[config.mk]
export PLATFORM = sky130hd
export DESIGN_NAME = mux_channel_scanner_flat
export DESIGN_NICKNAME = d
export VERILOG_FILES = /design/src/rtl/mux_channel_scanner_if.sv /design/src/rtl/mux_channel_scanner.sv /design/src/flat_wrapper.sv
export SDC_FILE = /design/constraint.sdc
export NUM_CORES = 1
export LEC_CHECK = 0
export ABC_AREA = 0
export BUFFER_PORTS_ARGS = -buffer_cell sky130_fd_sc_hd__buf_2
export CORE_MARGIN = 2
export CORE_UTILIZATION = 55
export CTS_CLUSTER_DIAMETER = 120
export DETAILED_ROUTE_END_ITERATION = 8
export PLACE_DENSITY = 0.74
export REMOVE_ABC_BUFFERS = 1
export SYNTH_ARGS = -nofsm -noshare
export SYNTH_HDL_FRONTEND = slang
export SYNTH_SLANG_ARGS = --single-unit
[constraint.sdc]
create_clock -name clk -period 2.97 [get_ports clk]
set_input_delay 0 -clock clk [delete_from_list [all_inputs] [get_ports clk]]
set_output_delay 0 -clock clk [all_outputs]
set_load 0.01 [all_outputs]
[src/rtl/mux_channel_scanner_if.sv]
// Signal bundle between the channel scanner, the 16-to-1 mux it drives and the
// consumer of the packed scan word.
interface mux_channel_scanner_if #(
    parameter int NUM_CH = 16,
    parameter int SEL_W  = 4
);
    // Control and mux side
    logic              start;
    logic              abort;
    logic [NUM_CH-1:0] ch_mask;
    logic              mux_out;
    logic [SEL_W-1:0]  select_lines;
    logic              busy;

    // Result handshake: scan_word is held while valid=1 and is consumed at a
    // rising edge where valid=1 and ready=1; valid never drops before that edge.
    logic [NUM_CH-1:0] scan_word;
    logic              valid;
    logic              ready;

    // Scanner side
    modport slave (
        input  start, abort, ch_mask, mux_out, ready,
        output select_lines, busy, scan_word, valid
    );

    // Controller / consumer / mux-model side
    modport master (
        output start, abort, ch_mask, mux_out, ready,
        input  select_lines, busy, scan_word, valid
    );
endinterface

[src/rtl/mux_channel_scanner.sv]
// Steps a 16-to-1 mux through every enabled channel, waits a settle time per
// channel, samples the mux output and hands the packed word downstream.
module mux_channel_scanner #(
    parameter int NUM_CH = 16,
    parameter int SEL_W  = 4,
    parameter int SETTLE = 1
) (
    input  logic                 clk,
    input  logic                 rst_n,
    mux_channel_scanner_if.slave bus,
    output logic [1:0]           dbg_state_o
);

    typedef enum logic [1:0] {
        S_IDLE   = 2'd0,
        S_SETTLE = 2'd1,
        S_SAMPLE = 2'd2,
        S_DONE   = 2'd3
    } state_t;

    localparam int CNT_W = (SETTLE > 1) ? $clog2(SETTLE) : 1;
    localparam logic [SEL_W-1:0] LAST_CH  = SEL_W'(NUM_CH - 1);
    localparam logic [CNT_W-1:0] CNT_LAST = (SETTLE > 0) ? CNT_W'(SETTLE - 1) : '0;

    state_t            state_q;
    logic [SEL_W-1:0]  ch_q;
    logic [CNT_W-1:0]  cnt_q;
    logic [NUM_CH-1:0] mask_q;
    logic [NUM_CH-1:0] shadow_q;
    logic [SEL_W-1:0]  sel_q;
    logic              busy_q;
    logic              valid_q;
    logic [NUM_CH-1:0] word_q;

    logic [NUM_CH-1:0] shadow_d;
    logic [SEL_W-1:0]  ch_d;
    logic              settle_done;
    logic              last_ch;

    // Shadow with the current channel's bit written: the sampled mux value in
    // SAMPLE, zero for a masked channel skipped in SETTLE.
    always_comb begin
        shadow_d          = shadow_q;
        shadow_d[ch_q]    = (state_q == S_SAMPLE) ? bus.mux_out : 1'b0;
        ch_d              = ch_q + SEL_W'(1);
        settle_done       = (SETTLE == 0) || (cnt_q == CNT_LAST);
        last_ch           = (ch_q == LAST_CH);
    end

    always_ff @(posedge clk or negedge rst_n) begin
        if (!rst_n) begin
            state_q  <= S_IDLE;
            ch_q     <= '0;
            cnt_q    <= '0;
            mask_q   <= '0;
            shadow_q <= '0;
            sel_q    <= '0;
            busy_q   <= 1'b0;
            valid_q  <= 1'b0;
            word_q   <= '0;
        end else begin
            case (state_q)
                S_IDLE: begin
                    if (bus.start) begin
                        mask_q   <= bus.ch_mask;
                        shadow_q <= '0;
                        ch_q     <= '0;
                        cnt_q    <= '0;
                        sel_q    <= '0;
                        busy_q   <= 1'b1;
                        state_q  <= S_SETTLE;
                    end
                end

                S_SETTLE: begin
                    if (bus.abort) begin
                        sel_q   <= '0;
                        busy_q  <= 1'b0;
                        state_q <= S_IDLE;
                    end else if (!mask_q[ch_q]) begin
                        // Masked channel: record a zero and move on without settling
                        shadow_q <= shadow_d;
                        cnt_q    <= '0;
                        if (last_ch) begin
                            word_q  <= shadow_d;
                            valid_q <= 1'b1;
                            busy_q  <= 1'b0;
                            state_q <= S_DONE;
                        end else begin
                            ch_q  <= ch_d;
                            sel_q <= ch_d;
                        end
                    end else if (settle_done) begin
                        state_q <= S_SAMPLE;
                    end else begin
                        cnt_q <= cnt_q + CNT_W'(1);
                    end
                end

                S_SAMPLE: begin
                    if (bus.abort) begin
                        sel_q   <= '0;
                        busy_q  <= 1'b0;
                        state_q <= S_IDLE;
                    end else begin
                        shadow_q <= shadow_d;
                        cnt_q    <= '0;
                        if (last_ch) begin
                            word_q  <= shadow_d;
                            valid_q <= 1'b1;
                            busy_q  <= 1'b0;
                            state_q <= S_DONE;
                        end else begin
                            ch_q    <= ch_d;
                            sel_q   <= ch_d;
                            state_q <= S_SETTLE;
                        end
                    end
                end

                S_DONE: begin
                    if (bus.ready) begin
                        valid_q <= 1'b0;
                        sel_q   <= '0;
                        state_q <= S_IDLE;
                    end
                end

                default: state_q <= S_IDLE;
            endcase
        end
    end

    assign bus.select_lines = sel_q;
    assign bus.busy         = busy_q;
    assign bus.valid        = valid_q;
    assign bus.scan_word    = word_q;
    assign dbg_state_o      = state_q;

endmodule

[src/flat_wrapper.sv]
// flat-port wrapper written by rule: the top's interface ports become plain ports
module mux_channel_scanner_flat 
#(
    parameter int NUM_CH = 16,
    parameter int SEL_W  = 4,
    parameter int SETTLE = 1
)
  (clk, rst_n, dbg_state_o, bus_start, bus_abort, bus_ch_mask, bus_mux_out, bus_ready, bus_select_lines, bus_busy, bus_scan_word, bus_valid);
  mux_channel_scanner_if #(.NUM_CH(NUM_CH), .SEL_W(SEL_W)) bus_i ();
  input  logic clk;
  input  logic rst_n;
  output logic [1:0] dbg_state_o;
  input wire logic [$bits(bus_i.start)-1:0] bus_start;
  input wire logic [$bits(bus_i.abort)-1:0] bus_abort;
  input wire logic [$bits(bus_i.ch_mask)-1:0] bus_ch_mask;
  input wire logic [$bits(bus_i.mux_out)-1:0] bus_mux_out;
  input wire logic [$bits(bus_i.ready)-1:0] bus_ready;
  output wire logic [$bits(bus_i.select_lines)-1:0] bus_select_lines;
  output wire logic [$bits(bus_i.busy)-1:0] bus_busy;
  output wire logic [$bits(bus_i.scan_word)-1:0] bus_scan_word;
  output wire logic [$bits(bus_i.valid)-1:0] bus_valid;
  assign bus_i.start = bus_start;
  assign bus_i.abort = bus_abort;
  assign bus_i.ch_mask = bus_ch_mask;
  assign bus_i.mux_out = bus_mux_out;
  assign bus_i.ready = bus_ready;
  assign bus_select_lines = bus_i.select_lines;
  assign bus_busy = bus_i.busy;
  assign bus_scan_word = bus_i.scan_word;
  assign bus_valid = bus_i.valid;
  mux_channel_scanner #(.NUM_CH(NUM_CH), .SEL_W(SEL_W), .SETTLE(SETTLE)) u_core (.clk(clk), .rst_n(rst_n), .bus(bus_i), .dbg_state_o(dbg_state_o));
endmodule
==> results by group <==
Status
  • Status: complete, no violations

Timing
  • Slew Viols, Final: 0
  • Final period util: 89.4%
  • Min Tclk post-route: 2.65 ns
  • Final number of setup-violating endpoints: 0
  • Setup TNS: 0 ns
  • RSZ-0062 raised after global routing: false
  • Clk_skew: 0.00863 ns
  • Worst setup slack after layout: 0.316 ns
  • Slew HR: 32.9%
  • Least-Margin Pin Slew: 1.01 ns
  • Fmax: 377 MHz
  • Final hold viol count: 0

Drt
  • Final antenna-violating net count: 0
  • DRC viols: 0
  • DR vias: 2,437
  • Drt pass-1 iters: 5
  • Final wirelength: 6890 um
  • Iteration-0 DRC count of the detailed router: 184
  • WL/cell: 16.2 um
  • DR vias/cell: 5.75

Floorplan
  • Starting density of the core: 56.1%
  • Core area: 0.00544 mm^2
  • Ports: 46
  • Row count: 27
  • Die area: 0.00616 mm^2
  • Die H: 78.5 um
  • DIE WIDTH: 78.5 um

Job
  • Max-cap violations: 0

Finish
  • Area grow syn2layout: 20.9%
  • N_diodes: 0
  • # fillers: 429
  • Final net count: 380
  • Layout cells sized above 1: 25.6%
  • Most frequent cells in the layout: 59 x dfrtp_1, 45 x buf_2, 31 x nand2_1
  • Area of the multi-input gates: 0.00145 mm^2
  • Final Instance Area: 0.00369 mm^2
  • Most common cell after layout, fill and taps aside: dfrtp_1
  • Register Area: 0.00148 mm^2

Logic synthesis
  • Dominant cells by area after synthesis: dfrtp_1 48%, mux2_2 5.9%, a22o_1 4.3%
  • Syn Area/Cell: 10.4 um^2
  • Flops & latches, synth: 59
  • Top-area cell type share of the netlist area: 48.4%
  • Syn Std Cell Area: 0.00305 mm^2
  • Post-synth EDFFs: 0
  • Sequential share of the synthesized area: 48.4%
  • Yosys warnings: 0
  • Post-synth top area cell: dfrtp_1
  • Ys flop type: dfrtp_1
  • Synth unique cells: 43
  • Fraction of registers with async set/reset: 100%
  • Gate Count Post-Synth: 293

Global route
  • Largest net degree at the start of global routing: 47
  • Initial antenna violation count: 0
  • First-pass GRT wire length: 11,500 um
  • Total gr overflow: 0
  • All-Layer GR Usage: 24.5%
  • Via count of the first global-routing pass: 2,358

Place
  • DP Wirelength: 4570 um
  • Placed Area: 0.00332 mm^2
  • Routability Congestion: 0.853
  • Port buffer count: 45
  • Worst slack at placement: 0.303 ns

CTS
  • # hold bufs at CTS: 17
  • CTS Buf Count: 9
  • Setup bufs post-CTS: 0
  • CTS clk-pin slew, worst paths: 0.06 ns
  • CTS Root Cell: clkbuf_8
  • CTS tree: built
  • CTS resizes: 0
  • CTS H-tree lvls: 3
  • Clk buf depth: 2
  • Clock Latency Late Sink: 0.33 ns
  • CTS sink cnt: 59

Worst setup path
  • Crit-path cells: mux4_2 -> mux2i_1 -> o22ai_1 -> or3_1 -> buf_4 -> a22o_1
  • Arr. time, crit path: 2.87 ns
  • Crit start category: flop
  • Crit Path Class: reg -> reg
  • Setup crit end kind: flop
  • Crit path required time: 3.19 ns
  • Slowest cell on the critical path: dfrtp_1
  • Slowest stage delay, CP: 0.59 ns
  • CP max FO: 11

Power and ir drop
  • VDD IR max: 689 uV
  • Total power: 3540 uW
  • Lkg Pwr: 0.00169 uW
  • Pwr Density: 958 mW/mm^2

Hold path
  • Worst Hold Class: in -> reg
-- stage by stage --
stage	utilization [%]	cells	hold slack, ns
floorplan	-	268	-0.296
global placement	61.1	392	0.218
detailed placement	61.1	392	0.220
CTS	67.9	424	0.0436
global route	67.9	424	0.0892
finish	67.9	424	0.0577
-- synthesized netlist by cell type (all sizes together), types with 4 or more instances --
cell type,n
nand2,31
mux2i,4
a31oi,15
a22o,15
buf,8
clkbuf,17
o31ai,15
a21oi,7
ha,10
mux4,4
nand2b,5
inv,9
nor2,18
mux2,22
dfrtp,59
nand3,21
-- critical path, delay by kind of cell (launching register included) --
kind	cells	cell delay, ns
and+or+nand+nor	1	0.57
muxes	2	0.77
DFF	1	0.59
buffers and inverters	1	0.25
AOI/OAI and AO/OA	2	0.36
-- flip-flops by register name, indices dropped and copies added (netlist names) --
register                 flops
u_core.shadow_q             15
u_core.bus.busy              1
u_core.ch_q                  4
u_core.dbg_state_o           2
u_core.mask_q               16
u_core.bus.select_lines      4
u_core.bus.valid             1
u_core.bus.scan_word        16
-- path summary, 6_finish.rpt --
check	endpoint	cells past startpoint	startpoint	slack (ns)
max	u_core.shadow_q[12]	6	u_core.ch_q[0]	0.32
min in group asynchronous	u_core.bus.scan_word[0]	2	rst_n	0.37
max in group asynchronous	u_core.ch_q[2]	3	rst_n	1.82
min reg2reg	u_core.bus.scan_word[15]	1	u_core.bus.scan_word[15]	0.48
min	u_core.dbg_state_o[0]	3	bus_abort	0.06
max reg2reg	u_core.shadow_q[12]	6	u_core.ch_q[0]	0.32
-- cell families after synthesis --
logic type      synth area share (%)
xor+xnor                       0.287
fa+ha+maj                       4.10
mux                             12.8
buf+inv                         4.26
compound gates                  16.1
simple gates                    14.1
flops                           48.4
-- layer usage --
layer,global-route usage (%),up-vias,wire (um)
met5,0,-,0
met4,9.12,0,108
met3,5.98,9,351
met2,40.2,78,3460
met1,31.6,1173,2970
li1,-,1177,-
-- power breakdown --
group	switching [uW]	internal (uW)	leakage (uW)
clock network	298	411	0.000105
registers	216	1080	0.000761
logic	866	670	0.000827
-- final cells by class --
class	instances	area share, %
sequential	59	40.0
multi-input combinational	200	39.2
timing repair buffer	69	12.1
clock buffer	14	5.22
tap	72	2.44
inverter	9	0.915
clock inverter	1	0.136
(Power assumes the default switching activity.)
